`src/rtl/impulse_pkg.sv`:
```
// -----------------------------------------------------------------------------
// impulse_pkg
// Shared definitions for the impulse feeder: data/FIFO sizing, the handshake
// FSM state encodings and a couple of convenience types.
// -----------------------------------------------------------------------------
package impulse_pkg;

    localparam int DATA_W     = 8;
    localparam int FIFO_DEPTH = 4;
    localparam int PTR_W      = 2;   // log2(FIFO_DEPTH); pointers wrap modulo 4
    localparam int LEVEL_W    = 3;   // holds 0..FIFO_DEPTH

    typedef logic [DATA_W-1:0]  data_t;
    typedef logic [LEVEL_W-1:0] level_t;

    localparam level_t LEVEL_FULL = level_t'(FIFO_DEPTH);

    // Upstream (input) handshake FSM
    localparam logic [0:0] I_WAIT = 1'b0;
    localparam logic [0:0] I_ACK  = 1'b1;

    // Downstream (output) handshake FSM
    localparam logic [1:0] O_IDLE = 2'd0;
    localparam logic [1:0] O_SEND = 2'd1;
    localparam logic [1:0] O_REL  = 2'd2;

endpackage

```
`src/rtl/feeder_fifo.sv`:
```
// -----------------------------------------------------------------------------
// feeder_fifo
// 4-entry, 8-bit FIFO used between the upstream and generator handshakes.
// Push is ignored when full, pop is ignored when empty. A simultaneous push
// and pop leaves the occupancy unchanged.
//
// Ports
//   clock      rising-edge clock
//   reset_     asynchronous reset, active high; empties the FIFO
//   push       write push_data at the tail
//   push_data  value to write
//   pop        discard the head entry
//   head       current head entry (valid while level > 0)
//   level      occupancy, 0..4
// -----------------------------------------------------------------------------
import impulse_pkg::*;

module feeder_fifo (
    input  logic   clock,
    input  logic   reset_,
    input  logic   push,
    input  data_t  push_data,
    input  logic   pop,
    output data_t  head,
    output level_t level
);

    data_t             mem [FIFO_DEPTH];
    logic [PTR_W-1:0]  wr_ptr;
    logic [PTR_W-1:0]  rd_ptr;
    level_t            count;

    logic full;
    logic empty;
    logic do_push;
    logic do_pop;

    assign full    = (count == LEVEL_FULL);
    assign empty   = (count == '0);
    assign do_push = push && !full;
    assign do_pop  = pop && !empty;

    always_ff @(posedge clock or posedge reset_) begin
        if (reset_) begin
            wr_ptr <= '0;
            rd_ptr <= '0;
            count  <= '0;
        end else begin
            if (do_push) wr_ptr <= wr_ptr + 1'b1;
            if (do_pop)  rd_ptr <= rd_ptr + 1'b1;
            case ({do_push, do_pop})
                2'b10:   count <= count + 1'b1;
                2'b01:   count <= count - 1'b1;
                default: count <= count;
            endcase
        end
    end

    // Storage needs no reset: stale contents are unreachable once the
    // pointers and count are cleared.
    always_ff @(posedge clock) begin
        if (do_push) mem[wr_ptr] <= push_data;
    end

    assign head  = mem[rd_ptr];
    assign level = count;

endmodule

```
`src/rtl/impulse_feeder.sv`:
```
// -----------------------------------------------------------------------------
// impulse_feeder
// Buffers pulse lengths from an upstream /dav-rfd source into a 4-deep FIFO
// and hands them one at a time to an impulse generator over a second
// /dav-rfd handshake. Zero values are accepted but discarded and counted.
//
// Ports
//   clock     rising-edge system clock
//   reset_    asynchronous reset, active high
//   in_data   value offered by the upstream source
//   in_dav_   upstream data-available, active low
//   in_rfd    ready-for-data to upstream, active high
//   numero    registered pulse length to the generator
//   dav_      data-available to the generator, active low
//   rfd       ready-for-data from the generator
//   level     FIFO occupancy, 0..4
//   drops     count of discarded zero values (wraps)
//
// Input FSM
//   state   | meaning
//   I_WAIT  | ready for a value whenever the FIFO has room
//   I_ACK   | value taken, waiting for upstream to release in_dav_
//
// Output FSM
//   state   | meaning
//   O_IDLE  | no offer; waits for data and a ready generator
//   O_SEND  | numero offered with dav_ low until the generator drops rfd
//   O_REL   | entry consumed; waits for the generator to raise rfd again
// -----------------------------------------------------------------------------
import impulse_pkg::*;

module impulse_feeder (
    input  logic        clock,
    input  logic        reset_,
    input  logic [7:0]  in_data,
    input  logic        in_dav_,
    output logic        in_rfd,
    output logic [7:0]  numero,
    output logic        dav_,
    input  logic        rfd,
    output logic [2:0]  level,
    output logic [7:0]  drops
);

    logic [0:0] in_state;
    logic [1:0] out_state;

    logic   has_room;
    logic   accept;
    logic   push;
    logic   pop;
    data_t  fifo_head;
    level_t fifo_level;

    assign has_room = (fifo_level < LEVEL_FULL);
    assign accept   = (in_state == I_WAIT) && !in_dav_ && has_room;
    assign push     = accept && (in_data != '0);
    assign pop      = (out_state == O_SEND) && !rfd;

    feeder_fifo u_fifo (
        .clock     (clock),
        .reset_    (reset_),
        .push      (push),
        .push_data (in_data),
        .pop       (pop),
        .head      (fifo_head),
        .level     (fifo_level)
    );

    // Input handshake
    always_ff @(posedge clock or posedge reset_) begin
        if (reset_) begin
            in_state <= I_WAIT;
        end else begin
            case (in_state)
                I_WAIT:  if (accept) in_state <= I_ACK;
                I_ACK:   if (in_dav_) in_state <= I_WAIT;
                default: in_state <= I_WAIT;
            endcase
        end
    end

    // A zero is a complete handshake that just never reaches the FIFO.
    always_ff @(posedge clock or posedge reset_) begin
        if (reset_) begin
            drops <= '0;
        end else if (accept && (in_data == '0)) begin
            drops <= drops + 1'b1;
        end
    end

    // Output handshake. numero is only reloaded on the O_IDLE -> O_SEND
    // transition, so it holds steady for the whole offer and afterwards.
    always_ff @(posedge clock or posedge reset_) begin
        if (reset_) begin
            out_state <= O_IDLE;
            numero    <= '0;
        end else begin
            case (out_state)
                O_IDLE: begin
                    if ((fifo_level != '0) && rfd) begin
                        numero    <= fifo_head;
                        out_state <= O_SEND;
                    end
                end
                O_SEND:  if (!rfd) out_state <= O_REL;
                O_REL:   if (rfd)  out_state <= O_IDLE;
                default: out_state <= O_IDLE;
            endcase
        end
    end

    assign in_rfd = (in_state == I_WAIT) && has_room;
    assign dav_   = (out_state != O_SEND);
    assign level  = fifo_level;

endmodule

```
`config.mk`:
```
export PLATFORM = sky130hd
export DESIGN_NAME = impulse_feeder
export DESIGN_NICKNAME = d
export VERILOG_FILES = /design/src/rtl/impulse_pkg.sv /design/src/rtl/feeder_fifo.sv /design/src/rtl/impulse_feeder.sv
export SDC_FILE = /design/constraint.sdc
export NUM_CORES = 1
export LEC_CHECK = 0
export CAP_MARGIN = 20
export CORE_AREA = 2 2 86 88
export DETAILED_ROUTE_END_ITERATION = 7
export DIE_AREA = 0 0 88 90
export DONT_BUFFER_PORTS = 1
export HOLD_SLACK_MARGIN = 0.05
export PLACE_DENSITY_LB_ADDON = 0.08
export SLEW_MARGIN = 15
export SYNTH_ARGS = -nofsm -noshare
export SYNTH_HDL_FRONTEND = slang
export SYNTH_SLANG_ARGS = --single-unit
```
`constraint.sdc`:
```
create_clock -name clock -period 6.2 [get_ports clock]
set_input_delay 1.24 -clock clock [delete_from_list [all_inputs] [get_ports clock]]
set_output_delay 1.24 -clock clock [all_outputs]
set_load 0.005 [all_outputs]
```
== Word level (Yosys, flattened, before mapping) ==
Memory sizes are Yosys's and may differ from the RTL's. A register that Yosys moved wholly into a read port is not among the register bits.
Cells that the tools add are included.
Widths: inputs -> output; s select.

* Register bits: 18
* RAM bits: 32
* Bits of input ports: 12
* Output and inout port bits: 21
* Word-level logic and storage cells: 54
* Memories kept: 1

* Add/sub/neg operators: 5
* $lt $le $gt $ge: 1
* Eq/ne operators: 9
* Muxes and demuxes: 10
* Bitwise operators: 1
* Reductions and logical operators: 21

{| class="wikitable"
|+ Memories
! name !! words !! width !! rd ports !! clocked after Yosys merged registers in !! write ports !! RTL line !! text
|-
| u_fifo.mem || 4 || 8 || 1 || 1 || 1 || feeder_fifo.sv:28 || <nowiki>data_t mem [FIFO_DEPTH];</nowiki>
|}

{| class="wikitable"
|+ Operator list
! kind !! count
|-
| $logic_and 1x1->1 || 9
|-
| $add 8x1->8 const B || 1
|-
| $logic_not 8->1 || 1
|-
| $reduce_bool 8->1 || 1
|-
| $mux 2 || 3
|-
| $ne 2x2->1 const B || 3
|-
| $pmux 2 s3 || 1
|-
| $pmux 3 s2 || 1
|-
| $add 2x1->2 const B || 2
|-
| $eq 2x1->1 const B || 2
|-
| $eq 2x2->1 const B || 2
|-
| $logic_not 1->1 || 4
|-
| $mux 1 || 4
|-
| $add 3x1->3 const B || 1
|-
| $eq 3x3->1 const B || 1
|-
| $logic_not 3->1 || 1
|-
| $lt 3x3->1 const B || 1
|-
| $reduce_and 3->1 || 1
|-
| $reduce_bool 3->1 || 1
|-
| $sub 3x1->3 const B || 1
|-
| $logic_not 2->1 || 1
|-
| $ne 2x1->1 const B || 1
|-
| $pmux 1 s2 || 1
|-
| $reduce_and 2->1 || 1
|-
| other kinds (2) || 2
|}

== Depth between registers and ports, before layout ==
Gate-level depths: netlist of the first run.

* Word-level depth: 7
* Gate-level depth with buffers: 9
* Gate-level depth less buffers: 9

== Cells and area by module ==
A second synthesis of the first run with hierarchy kept.

* Cell total of the unflattened synthesis: 141
* Area total of the unflattened synthesis: 2403.6 um^2

{| class="wikitable"
|+ By module, submodules not included
! module !! instances !! cells an instance !! area each (um^2) !! sequential area each (um^2)
|-
| feeder_fifo || 1 || 79 || 1585.3 || 1136.1
|-
| impulse_feeder || 1 || 62 || 818.3 || 475.5
|}

== Worst setup path after synthesis of the first run ==
No wires, ideal clock.

* Path type: input -> register
* Start point: input in_data[5]
* End point: register u_fifo.count[2], in the netlist u_fifo.level[2]
* Setup time: 0.079 ns
* Arrival: 2.826 ns
* Data required time: 6.121 ns
* Path slack: 3.295 ns
* Cell stages on the path: 9
* Buffers on the path: 0
* Cells stage by stage: nor4_1 a2111oi_2 inv_1 ha_1 inv_1 fa_1 xor2_1 nor2_1 xor2_1

* Cells in the longest elaborated chain, start to end: 5

{| class="wikitable"
|+ Ends and longest elaborated chain
! element !! RTL line !! text
|-
| start, declared || impulse_feeder.sv:35 || <nowiki>input logic [7:0] in_data,</nowiki>
|-
| $reduce_bool 8->1 * || impulse_feeder.sv:57 || <nowiki>assign push = accept && (in_data != '0);</nowiki>
|-
| $logic_and 1x1->1 * || impulse_feeder.sv:57 ||
|-
| $logic_and 1x1->1 * || feeder_fifo.sv:40 || <nowiki>assign do_push = push && !full;</nowiki>
|-
| $eq 2x1->1 / $eq 2x2->1 (equally long branches) || feeder_fifo.sv:51 || <nowiki>case ({do_push, do_pop})</nowiki>
|-
| $pmux 3 s2 / $reduce_bool 2->1 (equally long branches) || n/a ||
|-
| end signal, assigned || feeder_fifo.sv:52 || <nowiki>2'b10: count <= count + 1'b1;</nowiki>
|-
| end signal, assigned || feeder_fifo.sv:53 || <nowiki>2'b01: count <= count - 1'b1;</nowiki>
|-
| end signal, assigned || feeder_fifo.sv:54 || <nowiki>default: count <= count;</nowiki>
|-
| end, declared || feeder_fifo.sv:31 || <nowiki>level_t count;</nowiki>
|}

Every way passes the cells marked *; elsewhere a longest branch is shown, timed or not.
A chain may end at the register's enable or synchronous reset.

== Final worst setup path of the first run ==
Same ends and word-level chain as after synthesis.

==> metrics.md, run 1 <==
| Metric | Value |
|---|---|
| Core Util, Final | 0.384 |
| Clk_skew | 11.8 ps |
| Yosys warnings | 0 |
| Dominant cell type by area after synthesis | edfxtp_1 |
| Leak | 1.05 nW |
| Fill cells | 651 |
| CTS tree | yes |
| Cell area after synthesis | 0.00238 sq mm |
| Die ar. | 0.00792 sq mm |
| PwrDens | 437 mW/mm^2 |
| Combinational power share | 0.221 |
| WP buf/inv | 2 |
| Vias | 1132 |
| Clock tree sinks | 58 |
| Slowest stage delay, CP | 470 ps |
| Dpl hpwl | 2890 um |
| Die Height | 90 um |
| Setup TNS | 0 ps |
| VDD IR-drop max | 0.241 mV |
| Initial DRC count | 59 |
| Avg WL per Cell | 17.1 um |
| Syn Area/Cell | 17.0 sq um |
| Hold_buf cts | 0 |
| Minimum clock period | 2880 ps |
| Post-Synthesis Cells | 140 |
| Delay-heaviest family, CP | simple AND/OR/NAND/NOR gates |
| Cell internal pwr | 0.843 mW |
| Fraction of layout cells with a size suffix above 1 | 0.203 |
| Ports | 33 |
| RePlAce Congestion | 0.698 |
| Ys flop type | edfxtp_1 |
| TritonCTS Buffers | 9 |
| Fin crit share | 0.464 |
| Residual DRC | 0 |
| Worst endpoint data arrival time | 3110 ps |
| Rel. slew slack | 0.502 |
| Crit-path slowest cell | nor4_1 |
| Clk pwr share | 0.284 |
| Area Overhead vs Synth | 13.3% |
| DRT antenna net count | 0 |
| Fmax | 348 MHz |
| First-pass GRT wire length | 6930 um |
| Vias in the first global route | 1268 |
| Layout net count | 167 |
| Final setup violation count | 0 |
| Most area-consuming cells after synthesis | edfxtp_1 (40%), dfrtp_1 (27%), mux4_2 (7.6%), mux2_4 (5.1%), xnor2_1 (3.3%) |
| Number of synthesized flops with an enable pin | 32 |
| CP startpoint kind | input port |
| Initial antenna violation count | 0 |
| Crit path kind | input port to flip-flop |
| First-pass detailed-route iteration total | 2 |
| Routed WL | 4320 um |
| Max clock buf depth | 2 |
| WP data required | 6430 ps |
| Sequential area share after synthesis | 0.678 |
| Outcome | completed |
| Top-count cell post-synth | edfxtp_1 |
| Net Sw Frac | 0.283 |
| # Post-CTS Setup Buffers | 0 |
| Max_cap viols | 0 |
| Final Hold Vio Count | 0 |
| Number of cell rows | 31 |
| Number of vias per cell | 4.49 |
| RSZ-0062 raised after global routing | no |
| Cts repair resizes | 0 |
| CP Cell Sequence | nor4_1 > a2111oi_2 > inv_1 > ha_1 > inv_1 > fa_1 > xor2_1 > nor2_1 > xor2_1 |
| Clock Pin Slew Worst Setup and Hold Paths | 60 ps |
| Port Buf Inserts | 0 |
| Inserted Diodes | 0 |
| Crit. End Element | flip-flop |
| Asr flop ratio synth | 0.448 |
| Largest net degree at the start of global routing | 27 |
| Switch Pwr | 0.333 mW |
| H-tree depth | 3 |
| Worst hold-check path type | flip-flop to flip-flop |
| Net count after synthesis | 159 |
| Die Width | 88 um |
| Root Buffer | clkbuf_8 |
| Sequential group share of total power | 0.494 |
| Crit path max fanout | 8 |
| Worst-margin pin slew | 745 ps |
| Tot GR Track Use | 0.122 |
| Worst-Skew Late Latency | 330 ps |
| Flops & latches, synth | 58 |
| Count of different cell masters after synthesis | 28 |
| Initial Utilization | 0.339 |
| Synth cell count leaders | edfxtp_1 (32), dfrtp_1 (26), inv_1 (9), xnor2_1 (9) |
| Gr ovfl total | 0 |
| Yosys top cell area share | 0.404 |
| Max-slew violations | 0 |
| CORE AREA | 0.00702 sq mm |
## through the flow
step	power [mW]	setup WS, ps	instances	instance area [sq um]	hold WS (ps)
floorplan	0.792	3290	140	2380	468
global placement	0.846	3060	235	2480	495
detailed placement	0.856	2940	235	2480	502
CTS	1.19	3280	251	2670	511
global route	1.25	3070	252	2690	531
finish	1.18	3320	252	2690	505
## registers in the layout, summed over array words and instances (netlist names)
register,flops
in_state,1
out_state,2
u_fifo.mem,32
u_fifo.rd_ptr,2
numero,8
u_fifo.level,3
u_fifo.wr_ptr,2
drops,8
## cell families after synthesis
logic type	after synthesis	share of synthesized area
fa+ha+maj	7	0.0400
mux	18	0.135
simple gates	26	0.0595
buf+inv	13	0.0247
flops	58	0.678
xor+xnor	13	0.0479
compound gates	5	0.0147
## cell usage in the layout, fill, tap and decap left out, types with 2 or more instances in the layout
| master | count |
|---|---|
| a21oi_1 | 2 |
| and2_1 | 4 |
| clkbuf_1 | 3 |
| clkbuf_8 | 10 |
| clkinv_2 | 2 |
| dfrtp_1 | 26 |
| edfxtp_1 | 32 |
| ha_1 | 6 |
| inv_1 | 8 |
| mux2_4 | 8 |
| mux4_2 | 8 |
| nand2_1 | 6 |
| nand2b_1 | 2 |
| nand4_1 | 3 |
| nor2_1 | 3 |
| nor3_1 | 2 |
| nor4_1 | 2 |
| o21ai_1 | 2 |
| xnor2_1 | 9 |
| xor2_1 | 4 |
## per-layer routing
layer  part of all wire  global-route usage  vias to the layer above
li1                   -                   -                      527
met1               0.44               0.153                      571
met2               0.49               0.185                       25
met3              0.048              0.0422                        9
met4              0.022              0.0615                        0
met5                  0                   0                        -
## path summary, 6_finish.rpt
| check | end | cells past startpoint | slack [ps] | from |
|---|---|---|---|---|
| worst max-delay path | u_fifo.level[2] | 9 | 3320 | in_data[5] |
| worst min-delay path | drops[7] | 1 | 510 | drops[7] |
| worst max register to register | u_fifo.level[2] | 8 | 3900 | u_fifo.level[2] |
| worst min register to register | drops[7] | 1 | 510 | drops[7] |
| max in group asynchronous | u_fifo.wr_ptr[1] | 2 | 5110 | reset_ |
| min in group asynchronous | in_state | 1 | 720 | reset_ |
## power by group through the flow
stage | clock network (mW) | registers (mW) | logic [mW]
CTS | 0.344 | 0.586 | 0.264
floorplan | 0 | 0.539 | 0.253
detailed placement | 0 | 0.593 | 0.264
global placement | 0 | 0.590 | 0.256
global route | 0.360 | 0.597 | 0.291
finish | 0.334 | 0.581 | 0.260
## layout make-up
cell class,count,area (sq um),area share
clock inverters,3,40.0,0.0149
inverters,9,33.8,0.0125
well taps,99,124,0.0460
repair buffers,1,27.5,0.0102
flip-flops and latches,58,1610,0.599
multi-input cells,69,707,0.263
clock buffers,13,149,0.0553
No activity file was read; power rests on OpenSTA's default activity.
==> inputs of run 2 (changes only) <==
Clock period 6.2 ns to 2.89 ns, I/O delays scaled along.
==> run 2 against run 1 <==
Effect of this change:
- setup slack worse by 2700 ps
- sequential cell count stayed put
- combinational power is 120% higher
- worst hold slack worse by 300 ps
- design area is 0.74% lower
- final cell count stayed put
- total power is 110% higher
- count of clock-buffer cells in the layout stayed put
- critical path type is now flip-flop to flip-flop
- largest cell class unchanged
- largest power group unchanged
==> metrics.md, run 2 (synthesis results as in run 1) <==
| Metric | Value |
|---|---|
| Fmax | 435 MHz |
| Layout net count | 167 |
| Rel. slew slack | 0.491 |
| Largest net degree at the start of global routing | 27 |
| CP startpoint kind | flip-flop |
| Worst Setup EP | u_fifo.level[2] |
| Max clock buf depth | 2 |
| Clock Pin Slew Worst Setup and Hold Paths | 60 ps |
| Worst hold-check path type | input port to async pin |
| Number of cell rows | 31 |
| Fill cells | 662 |
| Leak | 1.04 nW |
| Vias in the first global route | 1276 |
| TritonCTS Buffers | 9 |
| Initial antenna violation count | 0 |
| Largest register FFs | 32 |
| VDD IR-drop max | 0.395 mV |
| Net Sw Frac | 0.283 |
| Minimum clock period | 2300 ps |
| WP data required | 3090 ps |
| Sequential group share of total power | 0.494 |
| H-tree depth | 3 |
| Worst endpoint data arrival time | 2500 ps |
| Crit path kind | flip-flop to flip-flop |
| Die Width | 88 um |
| Most common library cell in the layout ignoring fill and taps | edfxtp_1 |
| Final setup violation count | 0 |
| Worst-margin pin slew | 762 ps |
| CTS tree | yes |
| Dpl hpwl | 2890 um |
| Switch Pwr | 0.713 mW |
| Final Hold Vio Count | 0 |
| Root Buffer | clkbuf_8 |
| Critical path origin | u_fifo.level[2] |
| Inserted Diodes | 0 |
| Reg-to-Reg Start | u_fifo.level[2] |
| Initial Utilization | 0.339 |
| Fraction of layout cells with a size suffix above 1 | 0.203 |
| Max-slew violations | 0 |
| Crit path max fanout | 8 |
| Clk pwr share | 0.283 |
| PwrDens | 943 mW/mm^2 |
| Commonest non-fill, non-tap cells in the layout | edfxtp_1 (32), dfrtp_1 (26), clkbuf_8 (10) |
| R2r setup slk | 590 ps |
| Residual DRC | 0 |
| Area Overhead vs Synth | 12.4% |
| Combinational power share | 0.224 |
| Setup TNS | 0 ps |
| Gr ovfl total | 0 |
| Outcome | completed |
| Cts repair resizes | 0 |
| Max_cap viols | 0 |
| Biggest regs | u_fifo.mem x32, drops x8, numero x8 |
| Vias | 1133 |
| Min Hold Slack | 200 ps |
| FF-to-FF path depth | 8 |
| Avg WL per Cell | 17.2 um |
| Initial DRC count | 42 |
| Die ar. | 0.00792 sq mm |
| First-pass GRT wire length | 7000 um |
| Clock tree sinks | 58 |
| Clk_skew | 4.85 ps |
| Ports | 33 |
| Die Height | 90 um |
| Hold_buf cts | 0 |
| Routed WL | 4330 um |
| Cell internal pwr | 1.81 mW |
| Fin crit share | 0.796 |
| First-pass detailed-route iteration total | 4 |
| # Post-CTS Setup Buffers | 0 |
| RSZ-0062 raised after global routing | no |
| RePlAce Congestion | 0.703 |
| Tot GR Track Use | 0.124 |
| Reg-to-Reg End | u_fifo.level[2] |
| CORE AREA | 0.00702 sq mm |
| Number of vias per cell | 4.50 |
| Largest reg by FF count | u_fifo.mem |
| Port Buf Inserts | 0 |
| DRT antenna net count | 0 |
| Worst-Skew Late Latency | 330 ps |
| Crit. End Element | flip-flop |
run 2: changes by cell type in the layout (fill, tap and decap cells not counted):
cell      previous run  this run
inv_1                8         9
clkinv_1             1         0
buf_16               1         0
buf_4                0         1
run 2: critical path: stages, from the launching register on:
cell,delay (ps)
dfrtp_1,460
a2111oi_2,750
inv_1,100
ha_1,240
inv_1,80
fa_1,190
xor2_1,160
nor2_1,70
xor2_1,140
run 2: layout make-up:
class                      instances  area, sq um  share of cell area
inverter                           9         33.8              0.0126
sequential                        58         1610               0.603
tap                               99          124              0.0463
clock inverter                     3         40.0              0.0150
timing repair buffer               1         7.51             0.00281
multi-input combinational         69          707               0.265
clock buffer                      13          149              0.0557
run 2: how the worst min path moves through the flow:
| stage | from | end | slack [ps] | depth (start not counted) |
|---|---|---|---|---|
| 2_1_floorplan | drops[7] | drops[7] | 470 | 1 |
| 3_3_place_gp | drops[7] | drops[7] | 500 | 1 |
| 3_5_place_dp | drops[7] | drops[7] | 500 | 1 |
| 4_1_cts | reset_ | numero[0] | 200 | 2 |
| 5_1_grt | reset_ | numero[0] | 240 | 2 |
| 6_report | reset_ | numero[2] | 200 | 2 |
run 2: routing by layer:
metal / vias to the layer above / GRT usage / part of all wire
met3: 8 / 0.0450 / 0.051
li1: 526 / - / -
met5: - / 0 / 0
met1: 568 / 0.150 / 0.44
met4: 0 / 0.0718 / 0.020
met2: 31 / 0.188 / 0.49
run 2: stage by stage:
step | std cells | instance area [sq um] | setup WS (ps) | total power, mW | utilization
floorplan | 140 | 2380 | 647 | 1.70 | -
global placement | 236 | 2480 | 417 | 1.82 | 0.354
detailed placement | 236 | 2480 | 332 | 1.84 | 0.354
CTS | 252 | 2670 | 563 | 2.57 | 0.381
global route | 252 | 2670 | 327 | 2.68 | 0.381
finish | 252 | 2670 | 591 | 2.52 | 0.381
run 2: power groups by stage:
stage / clock network [mW] / logic (mW) / registers (mW)
2_1_floorplan: 0 / 0.542 / 1.16
3_3_place_gp: 0 / 0.550 / 1.27
3_5_place_dp: 0 / 0.574 / 1.27
4_1_cts: 0.738 / 0.574 / 1.25
5_1_grt: 0.772 / 0.629 / 1.28
6_report: 0.713 / 0.564 / 1.25
